<file path="src/rtl/cnn_mac_pkg.sv">
// Shared width defaults and arithmetic helpers for the pipelined conv/fc MAC unit.
// Helpers work on a 64-bit signed carrier so any legal ACC_W/OUT_W combination fits.
package cnn_mac_pkg;

    localparam int DEF_A_W          = 10;
    localparam int DEF_B_W          = 14;
    localparam int DEF_ACC_W        = 32;
    localparam int DEF_OUT_W        = 16;
    localparam int DEF_SHIFT        = 8;
    localparam int DEF_MUL_STAGES   = 2;
    localparam int MUL_STAGES_MIN   = 1;
    localparam int MUL_STAGES_MAX   = 3;
    localparam int CALC_W           = 64;

    function automatic bit mul_stages_ok(input int n);
        return (n >= MUL_STAGES_MIN) && (n <= MUL_STAGES_MAX);
    endfunction

    // Round-half-up arithmetic right shift; shift of zero passes the value through.
    function automatic logic signed [CALC_W-1:0] round_shift(input logic signed [CALC_W-1:0] v,
                                                             input int sh);
        logic signed [CALC_W-1:0] half;
        half = (sh > 0) ? (64'sd1 <<< (sh - 1)) : 64'sd0;
        return (v + half) >>> sh;
    endfunction

    function automatic logic signed [CALC_W-1:0] sat_clip(input logic signed [CALC_W-1:0] v,
                                                          input int ow);
        logic signed [CALC_W-1:0] max_v;
        logic signed [CALC_W-1:0] min_v;
        max_v = (64'sd1 <<< (ow - 1)) - 64'sd1;
        min_v = -max_v - 64'sd1;
        if (v > max_v)
            return max_v;
        else if (v < min_v)
            return min_v;
        return v;
    endfunction

    function automatic logic sat_hit(input logic signed [CALC_W-1:0] v, input int ow);
        logic signed [CALC_W-1:0] max_v;
        max_v = (64'sd1 <<< (ow - 1)) - 64'sd1;
        return (v > max_v) || (v < (-max_v - 64'sd1));
    endfunction

endpackage

</file>
<file path="src/rtl/cnn_mac_mul_pipe.sv">
// Signed A*B with STAGES clock-enabled registers; valid/first/last travel alongside the product.
// Data registers carry no reset so synthesis can fold them into the DSP pipeline registers.
module cnn_mac_mul_pipe #(
    parameter int A_W    = 10,
    parameter int B_W    = 14,
    parameter int ACC_W  = 32,
    parameter int STAGES = 2
) (
    input  logic                    clk,
    input  logic                    rst_n,
    input  logic                    ce,
    input  logic                    beat_valid,
    input  logic                    beat_first,
    input  logic                    beat_last,
    input  logic signed [A_W-1:0]   a,
    input  logic signed [B_W-1:0]   b,
    output logic signed [ACC_W-1:0] prod,
    output logic                    prod_valid,
    output logic                    prod_first,
    output logic                    prod_last
);

    logic signed [A_W+B_W-1:0] mul;
    assign mul = a * b;

    for (genvar gi = 0; gi < STAGES; gi++) begin : g_stage
        logic signed [A_W+B_W-1:0] p_reg;
        logic                      v_reg;
        logic                      f_reg;
        logic                      l_reg;

        if (gi == 0) begin : g_head
            always_ff @(posedge clk) begin
                if (ce) begin
                    p_reg <= mul;
                    f_reg <= beat_first;
                    l_reg <= beat_last;
                end
            end

            always_ff @(posedge clk) begin
                if (!rst_n)
                    v_reg <= 1'b0;
                else if (ce)
                    v_reg <= beat_valid;
            end
        end else begin : g_body
            always_ff @(posedge clk) begin
                if (ce) begin
                    p_reg <= g_stage[gi-1].p_reg;
                    f_reg <= g_stage[gi-1].f_reg;
                    l_reg <= g_stage[gi-1].l_reg;
                end
            end

            always_ff @(posedge clk) begin
                if (!rst_n)
                    v_reg <= 1'b0;
                else if (ce)
                    v_reg <= g_stage[gi-1].v_reg;
            end
        end
    end

    assign prod       = ACC_W'(g_stage[STAGES-1].p_reg);
    assign prod_valid = g_stage[STAGES-1].v_reg;
    assign prod_first = g_stage[STAGES-1].f_reg;
    assign prod_last  = g_stage[STAGES-1].l_reg;

endmodule

</file>
<file path="src/rtl/cnn_mac_pipe_dsp.sv">
// Pipelined signed MAC: product pipe -> accumulator -> round/saturate output register.
// A single global stall (held result not taken) freezes every stage, so in_ready is combinational.
module cnn_mac_pipe_dsp import cnn_mac_pkg::*; #(
    parameter int A_W        = DEF_A_W,
    parameter int B_W        = DEF_B_W,
    parameter int ACC_W      = DEF_ACC_W,
    parameter int OUT_W      = DEF_OUT_W,
    parameter int SHIFT      = DEF_SHIFT,
    parameter int MUL_STAGES = DEF_MUL_STAGES,
    parameter bit ACCUM_EN   = 1'b1
) (
    input  logic                    ap_clk,
    input  logic                    ap_rst_n,
    input  logic                    in_valid,
    output logic                    in_ready,
    input  logic                    in_first,
    input  logic                    in_last,
    input  logic signed [A_W-1:0]   din0,
    input  logic signed [B_W-1:0]   din1,
    output logic                    out_valid,
    input  logic                    out_ready,
    output logic signed [OUT_W-1:0] dout,
    output logic                    dout_sat
);

    if (!mul_stages_ok(MUL_STAGES) || (ACC_W < A_W + B_W) || (ACC_W >= CALC_W)) begin : g_param_err
        $error("cnn_mac_pipe_dsp: illegal MUL_STAGES or ACC_W");
    end

    logic                    stall;
    logic                    ce;
    logic                    accept;
    logic                    beat_first;
    logic                    beat_last;
    logic signed [ACC_W-1:0] prod;
    logic                    prod_valid;
    logic                    prod_first;
    logic                    prod_last;
    logic signed [ACC_W-1:0] acc_reg;
    logic                    res_valid_reg;
    logic signed [CALC_W-1:0] acc_wide;
    logic signed [CALC_W-1:0] rnd;

    assign stall    = out_valid & ~out_ready;
    assign ce       = ~stall;
    assign in_ready = ap_rst_n & ~stall;
    assign accept   = in_valid & in_ready;

    // Without accumulation every beat is a complete single-product result.
    assign beat_first = ACCUM_EN ? in_first : 1'b1;
    assign beat_last  = ACCUM_EN ? in_last  : 1'b1;

    cnn_mac_mul_pipe #(
        .A_W    (A_W),
        .B_W    (B_W),
        .ACC_W  (ACC_W),
        .STAGES (MUL_STAGES)
    ) u_mul (
        .clk        (ap_clk),
        .rst_n      (ap_rst_n),
        .ce         (ce),
        .beat_valid (accept),
        .beat_first (beat_first),
        .beat_last  (beat_last),
        .a          (din0),
        .b          (din1),
        .prod       (prod),
        .prod_valid (prod_valid),
        .prod_first (prod_first),
        .prod_last  (prod_last)
    );

    assign acc_wide = CALC_W'(acc_reg);
    assign rnd      = round_shift(acc_wide, SHIFT);

    always_ff @(posedge ap_clk) begin
        if (!ap_rst_n) begin
            acc_reg       <= '0;
            res_valid_reg <= 1'b0;
            out_valid     <= 1'b0;
            dout          <= '0;
            dout_sat      <= 1'b0;
        end else if (ce) begin
            if (prod_valid)
                acc_reg <= prod_first ? prod : acc_reg + prod;
            res_valid_reg <= prod_valid & prod_last;
            out_valid     <= res_valid_reg;
            if (res_valid_reg) begin
                dout     <= OUT_W'(sat_clip(rnd, OUT_W));
                dout_sat <= sat_hit(rnd, OUT_W);
            end
        end
    end

endmodule

</file>
<file path="config.mk">
export PLATFORM = sky130hd
export DESIGN_NAME = cnn_mac_pipe_dsp
export DESIGN_NICKNAME = d
export VERILOG_FILES = /design/src/rtl/cnn_mac_pkg.sv /design/src/rtl/cnn_mac_mul_pipe.sv /design/src/rtl/cnn_mac_pipe_dsp.sv
export SDC_FILE = /design/constraint.sdc
export NUM_CORES = 1
export LEC_CHECK = 0
export BUFFER_PORTS_ARGS = -buffer_cell sky130_fd_sc_hd__buf_4
export CELL_PAD_IN_SITES_DETAIL_PLACEMENT = 0
export CELL_PAD_IN_SITES_GLOBAL_PLACEMENT = 1
export CORE_UTILIZATION = 55
export CTS_BUF_LIST = sky130_fd_sc_hd__clkbuf_4 sky130_fd_sc_hd__clkbuf_8
export DETAILED_ROUTE_END_ITERATION = 8
export PLACE_DENSITY_LB_ADDON = 0.1
export RECOVER_POWER = 25
export SKIP_LAST_GASP = 1
export SLEW_MARGIN = 20
export SYNTH_ARGS = -nofsm -noshare
export SYNTH_HDL_FRONTEND = slang
export SYNTH_SLANG_ARGS = --single-unit
</file>
<file path="constraint.sdc">
create_clock -name ap_clk -period 19.1 [get_ports ap_clk]
set_clock_uncertainty 0.15 [all_clocks]
set_input_delay 2.865 -clock ap_clk [delete_from_list [all_inputs] [get_ports ap_clk]]
set_output_delay 2.865 -clock ap_clk [all_outputs]
set_load 0.01 [all_outputs]
</file>
After elaboration in Yosys (flattened, before gate mapping). Index checks and enable logic that the tools add are counted.

Register bits: 105. Bits in latches: 0. Bits in writable memories: 0. Memory bits (read-only): 0. Input bits: 30. Output and inout port bits: 19. Logic and storage cells: 36. Memories: 0.

Add/subtract/negate cells: 2. Multipliers: 1. Div/mod/pow operators: 0. Order comparisons: 2. Eq/ne operators: 0. Shift-type cells: 0. Mux-type cells: 9. Bitwise logic cells: 6. Reduce and logical (&&, ||, !) cells: 3.

Operators with widths (number): 16-bit two-way mux (3); 32-bit by 9-bit adder with 33-bit output (second input constant) (1); 32-bit by 24-bit adder with 32-bit output (1); 32-bit two-way mux (1); 25-bit by 16-bit > comparator with 1-bit output (second input constant) (1); 25-bit by 16-bit less-than comparator with 1-bit output (second input constant) (1); 10-bit by 14-bit multiplier with 24-bit output (1); 1-bit two-way mux (5); 1-bit AND (4); 2-bit AND reduction (2); 1-bit inverter (2); 1-bit logical OR (1).

Depth between registers and ports, before layout.
Word-level depth: 8. Mapped depth: 21. Mapped depth without buffers: 20.

By module. A second synthesis with hierarchy kept.

Cells, all modules: 1267. Area total of the unflattened synthesis: 11426.0 um^2.

By module, submodules not included: cnn_mac_mul_pipe (times used 1, cells an instance 677, area an instance 6946.7 um^2); cnn_mac_pipe_dsp (times used 1, cells an instance 590, area an instance 4479.3 um^2).

Worst setup path after synthesis. OpenSTA, ideal clock, no wires.

Path type: in2reg. Start: input din0[3]. End: register u_mul.g_stage[0].p_reg[22], data pin. Library setup time: 0.265 ns. Arrival time: 7.798 ns. Required time: 18.685 ns. Slack: 10.887 ns. Stages: 21. Cell sequence: clkbuf_1 -> nand2_1 -> fa_1 -> inv_1 -> fa_1 -> inv_1 -> fa_1 -> inv_1 -> fa_1 -> inv_1 -> fa_1 -> inv_1 -> ha_1 -> or4_1 -> a21oi_1 -> o21ai_0 -> a221oi_1 -> a21oi_1 -> a21oi_1 -> o21ai_0 -> xor2_1.

Longest elaborated chain between the ends: 1.

Ends and longest elaborated chain: start, declared (RTL line cnn_mac_pipe_dsp.sv:18) `input logic signed [A_W-1:0] din0,`; 10-bit by 14-bit multiplier with 24-bit output (RTL line cnn_mac_mul_pipe.sv:24) `assign mul = a * b;`; named net u_mul.mul[22] (RTL line cnn_mac_mul_pipe.sv:23) `logic signed [A_W+B_W-1:0] mul;`; end signal, assigned (RTL line cnn_mac_mul_pipe.sv:35) `p_reg <= mul;`; end, declared (RTL line cnn_mac_mul_pipe.sv:27) `logic signed [A_W+B_W-1:0] p_reg;`.

The timed path passes the listed nets, and every way through them passes these cells. A chain may end at the register's enable or synchronous reset.

Worst setup path in the final report.
Start: input ap_rst_n. End: output in_ready.

Longest elaborated chain between the ends: 1.

Ends and longest elaborated chain: start, declared (RTL line cnn_mac_pipe_dsp.sv:13) `input logic ap_rst_n,`; 1-bit AND (RTL line cnn_mac_pipe_dsp.sv:46) `assign in_ready = ap_rst_n & ~stall;`; end, declared (RTL line cnn_mac_pipe_dsp.sv:15) `output logic in_ready,`.

No other way between the ends.

==> results.md <==
* Status: finished, violations left
* Violated checks: max-capacitance violations, max-slew violations
* CTS Buf Count at 9
* Resized cells post-CTS at 0
* Worst-margin pin slew at 2.45 ns
* Number of max-cap violations at 1
* Yosys reg bits at 105
* Hold-critical path depth at 0
* CTS Sinks at 105
* Post-CTS Setup Inserts at 0
* GRT overflow at 0
* Slew Limit Fails at 55
* Synth Net Count at approximately 1,500
* Worst reg-to-reg setup slack at 15.83 ns
* Post-synth cell types at 77
* Worst hold path class: reg -> reg
* Worst-path maximum fanout at between 50 and 60
* P&R area growth vs syn at 5.93%
* Post-synthesis sequential area ratio at 0.232
* Initial Util at 0.561
* Crit Path Category: in -> out
* Commonest non-fill, non-tap cell in the layout: inv_1
* RSZ-0062 raised after global routing: no
* Max H-tree Level at 3
* Total Neg Setup Slack at 0 ns
* Final #Nets at 1,487
* FF-to-FF End: acc_reg[29]$_SDFFE_PN0P_
* Final design area excluding fillers at 0.0120 mm^2
* WL final at 23,500 um
* Worst slew margin at -0.634
* Largest area contributor in the netlist: fa_1
* Fraction of registers with async set/reset at 0
* First-pass GRT wire length at 41,000 um
* Final Hold Fails at 0
* Cts hold-fix bufs at 0
* Via density at 5.51
* Gpl congestion at 0.856
* Clock tree from TritonCTS: yes
* IO Pins at 49
* Fill cells at 1,818
* Syn Area/Cell at 9.15 um^2
* DRC Markers at 0
* Post-synthesis cell area at ~0.011 mm^2
* Routed Antenna Nets at 0
* Period utilisation layout at 0.448
* Cells after Synth at 1,236
* Hold endpoint: u_mul.g_stage[1].p_reg[8]$_DFFE_PN_
* Clock transition at the registers of the reported paths at 0.11 ns
* Post-DP Area at 0.0118 mm^2
* R2R depth at 8
* Die ar. at about 0.021 mm^2
* Vias in the first global route at about 8,600
* GRT Overall Usage at 0.237
* Fmax at 0.117 GHz
* Rows at 52
* Die height at 145 um
* Synth warn at 0
* Post-DP HPWL at 18,300 um
* Clk Latency, worst-skew pair at 0.38 ns
* Power per cell area at around 130 mW/mm^2
* Critical Path Source Type: primary input
* Max clock buf depth at 2
* VDD IR max at 82.2 uV
* Number of synthesized flops with an enable pin at 52
* Largest register FFs at between 40 and 50
* Port Buffers at 48
* Prevailing post-synth register cell: dfxtp_1
* Share of cells above drive strength 1 at 0.0697
* CP endpoint kind: output pin
* Top-area cell type share of the netlist area at 0.220
* Initial drt markers at 351
* Minimum clock period at 8.56 ns
* Core outline area at between 0.02 and 0.025 mm^2
* Initial DRT Pass Iterations at 5
* Cell Chain, Critical Path: clkbuf_1, inv_1, nor2_1, buf_4
* Slowest CP cell: clkbuf_1
* Antenna diode count at 0
* Synth area leaders: fa_1 22%, edfxtp_1 14%, ha_1 9.8%
* Critical R2R Launch: u_mul.g_stage[1].p_reg[9]$_DFFE_PN_
* Critical path data required time at 16.09 ns
* Wire per inst at 15.5 um
* Initial antenna violation count at 0
* Pleak at 5.69 nW
* Vias at approximately 8,400
* Root buf cell: clkbuf_8
* Commonest non-fill, non-tap cells in the layout: 185 x inv_1, 135 x nand2_1, 124 x fa_1, 89 x ha_1, 59 x nor2_1
* Crit path largest cell delay at 1.71 ns
* Largest net degree at the start of global routing at 59
* Die width at 145 um
* Final setup vio count at 0
* WP data arrival at approximately 5.6 ns
* Hold Startpoint: u_mul.g_stage[0].p_reg[8]$_DFFE_PN_
-- synthesized netlist by cell type (10+ instances only) --
cell,number
xor2_1,20
nand3_1,24
inv_1,184
xnor2_1,35
a21o_1,18
dfxtp_1,53
a21oi_1,58
nand2_1,135
o21a_1,10
nor2b_1,20
o221a_1,10
ha_1,89
o211a_1,13
o21ai_0,44
edfxtp_1,52
fa_1,124
nor2_1,59
and2_1,60
a211oi_1,12
clkbuf_1,52
-- worst max-delay path, delay by kind of cell --
family	cells	cell delay, ns
buffers and inverters	3	2.42
and+or+nand+nor	1	0.24
-- cell families (layout without fill, tap and decap cells) --
kind of cell | after synthesis | count (layout) | share of synthesized area
flip-flops | 105 | 105 | 0.232
buffers and inverters | 241 | 254 | 0.0808
multiplexers | 7 | 7 | 0.00631
AO/OA/AOI/OAI | 241 | 241 | 0.151
XOR/XNOR | 55 | 55 | 0.0426
adder cells (fa/ha/maj) | 213 | 213 | 0.318
AND/OR/NAND/NOR | 374 | 374 | 0.170
-- per-layer routing --
metal  vias up  global-route usage  wire length [um]
met5         -                   0                 0
met4         0              0.0521               286
met3        17              0.0182               491
met2        97               0.419             11700
met1      4092               0.318             11000
li1       4159                   -                 -
-- how the worst max path moves through the flow --
stage / cells past startpoint / slack [ns] / endpoint / start
detailed placement: 21 / 10.54 / u_mul.g_stage[0].p_reg[22]$_DFFE_PN_ / din0[3]
finish: 4 / 10.54 / in_ready / ap_rst_n
CTS: 21 / 10.98 / u_mul.g_stage[0].p_reg[22]$_DFFE_PN_ / din0[3]
global route: 4 / 10.26 / in_ready / ap_rst_n
floorplan: 21 / 10.89 / u_mul.g_stage[0].p_reg[22]$_DFFE_PN_ / din0[3]
global placement: 21 / 10.68 / u_mul.g_stage[0].p_reg[22]$_DFFE_PN_ / din0[3]
-- through the flow --
stage | util | setup slack [ns] | power, W | hold slack, ns | cells
floorplan | - | 10.89 | 0.00126 | 0.250 | 1236
global placement | 0.586 | 10.68 | 0.00146 | 0.251 | 1503
detailed placement | 0.586 | 10.54 | 0.00149 | 0.255 | 1503
CTS | 0.596 | 10.98 | 0.00163 | 0.273 | 1519
global route | 0.594 | 10.26 | 0.00180 | 0.283 | 1519
finish | 0.594 | 10.54 | 0.00161 | 0.273 | 1519
-- layout make-up --
cell class,instances,area [um^2],share of cell area
Clock buffer,9,124,0.0103
Clock inverter,7,67.6,0.00564
Inverter,185,694,0.0580
Multi-Input combinational cell,890,7770,0.649
Sequential cell,105,2620,0.219
Tap cell,270,338,0.0282
Timing Repair Buffer,53,360,0.0301
-- power breakdown --
| group | switching (W) | internal [W] |
|---|---|---|
| registers | 0.0000369 | 0.000347 |
| logic | 0.000611 | 0.000477 |
| clock network | 0.0000875 | 0.0000512 |
Power figures use the tool's default switching activity.
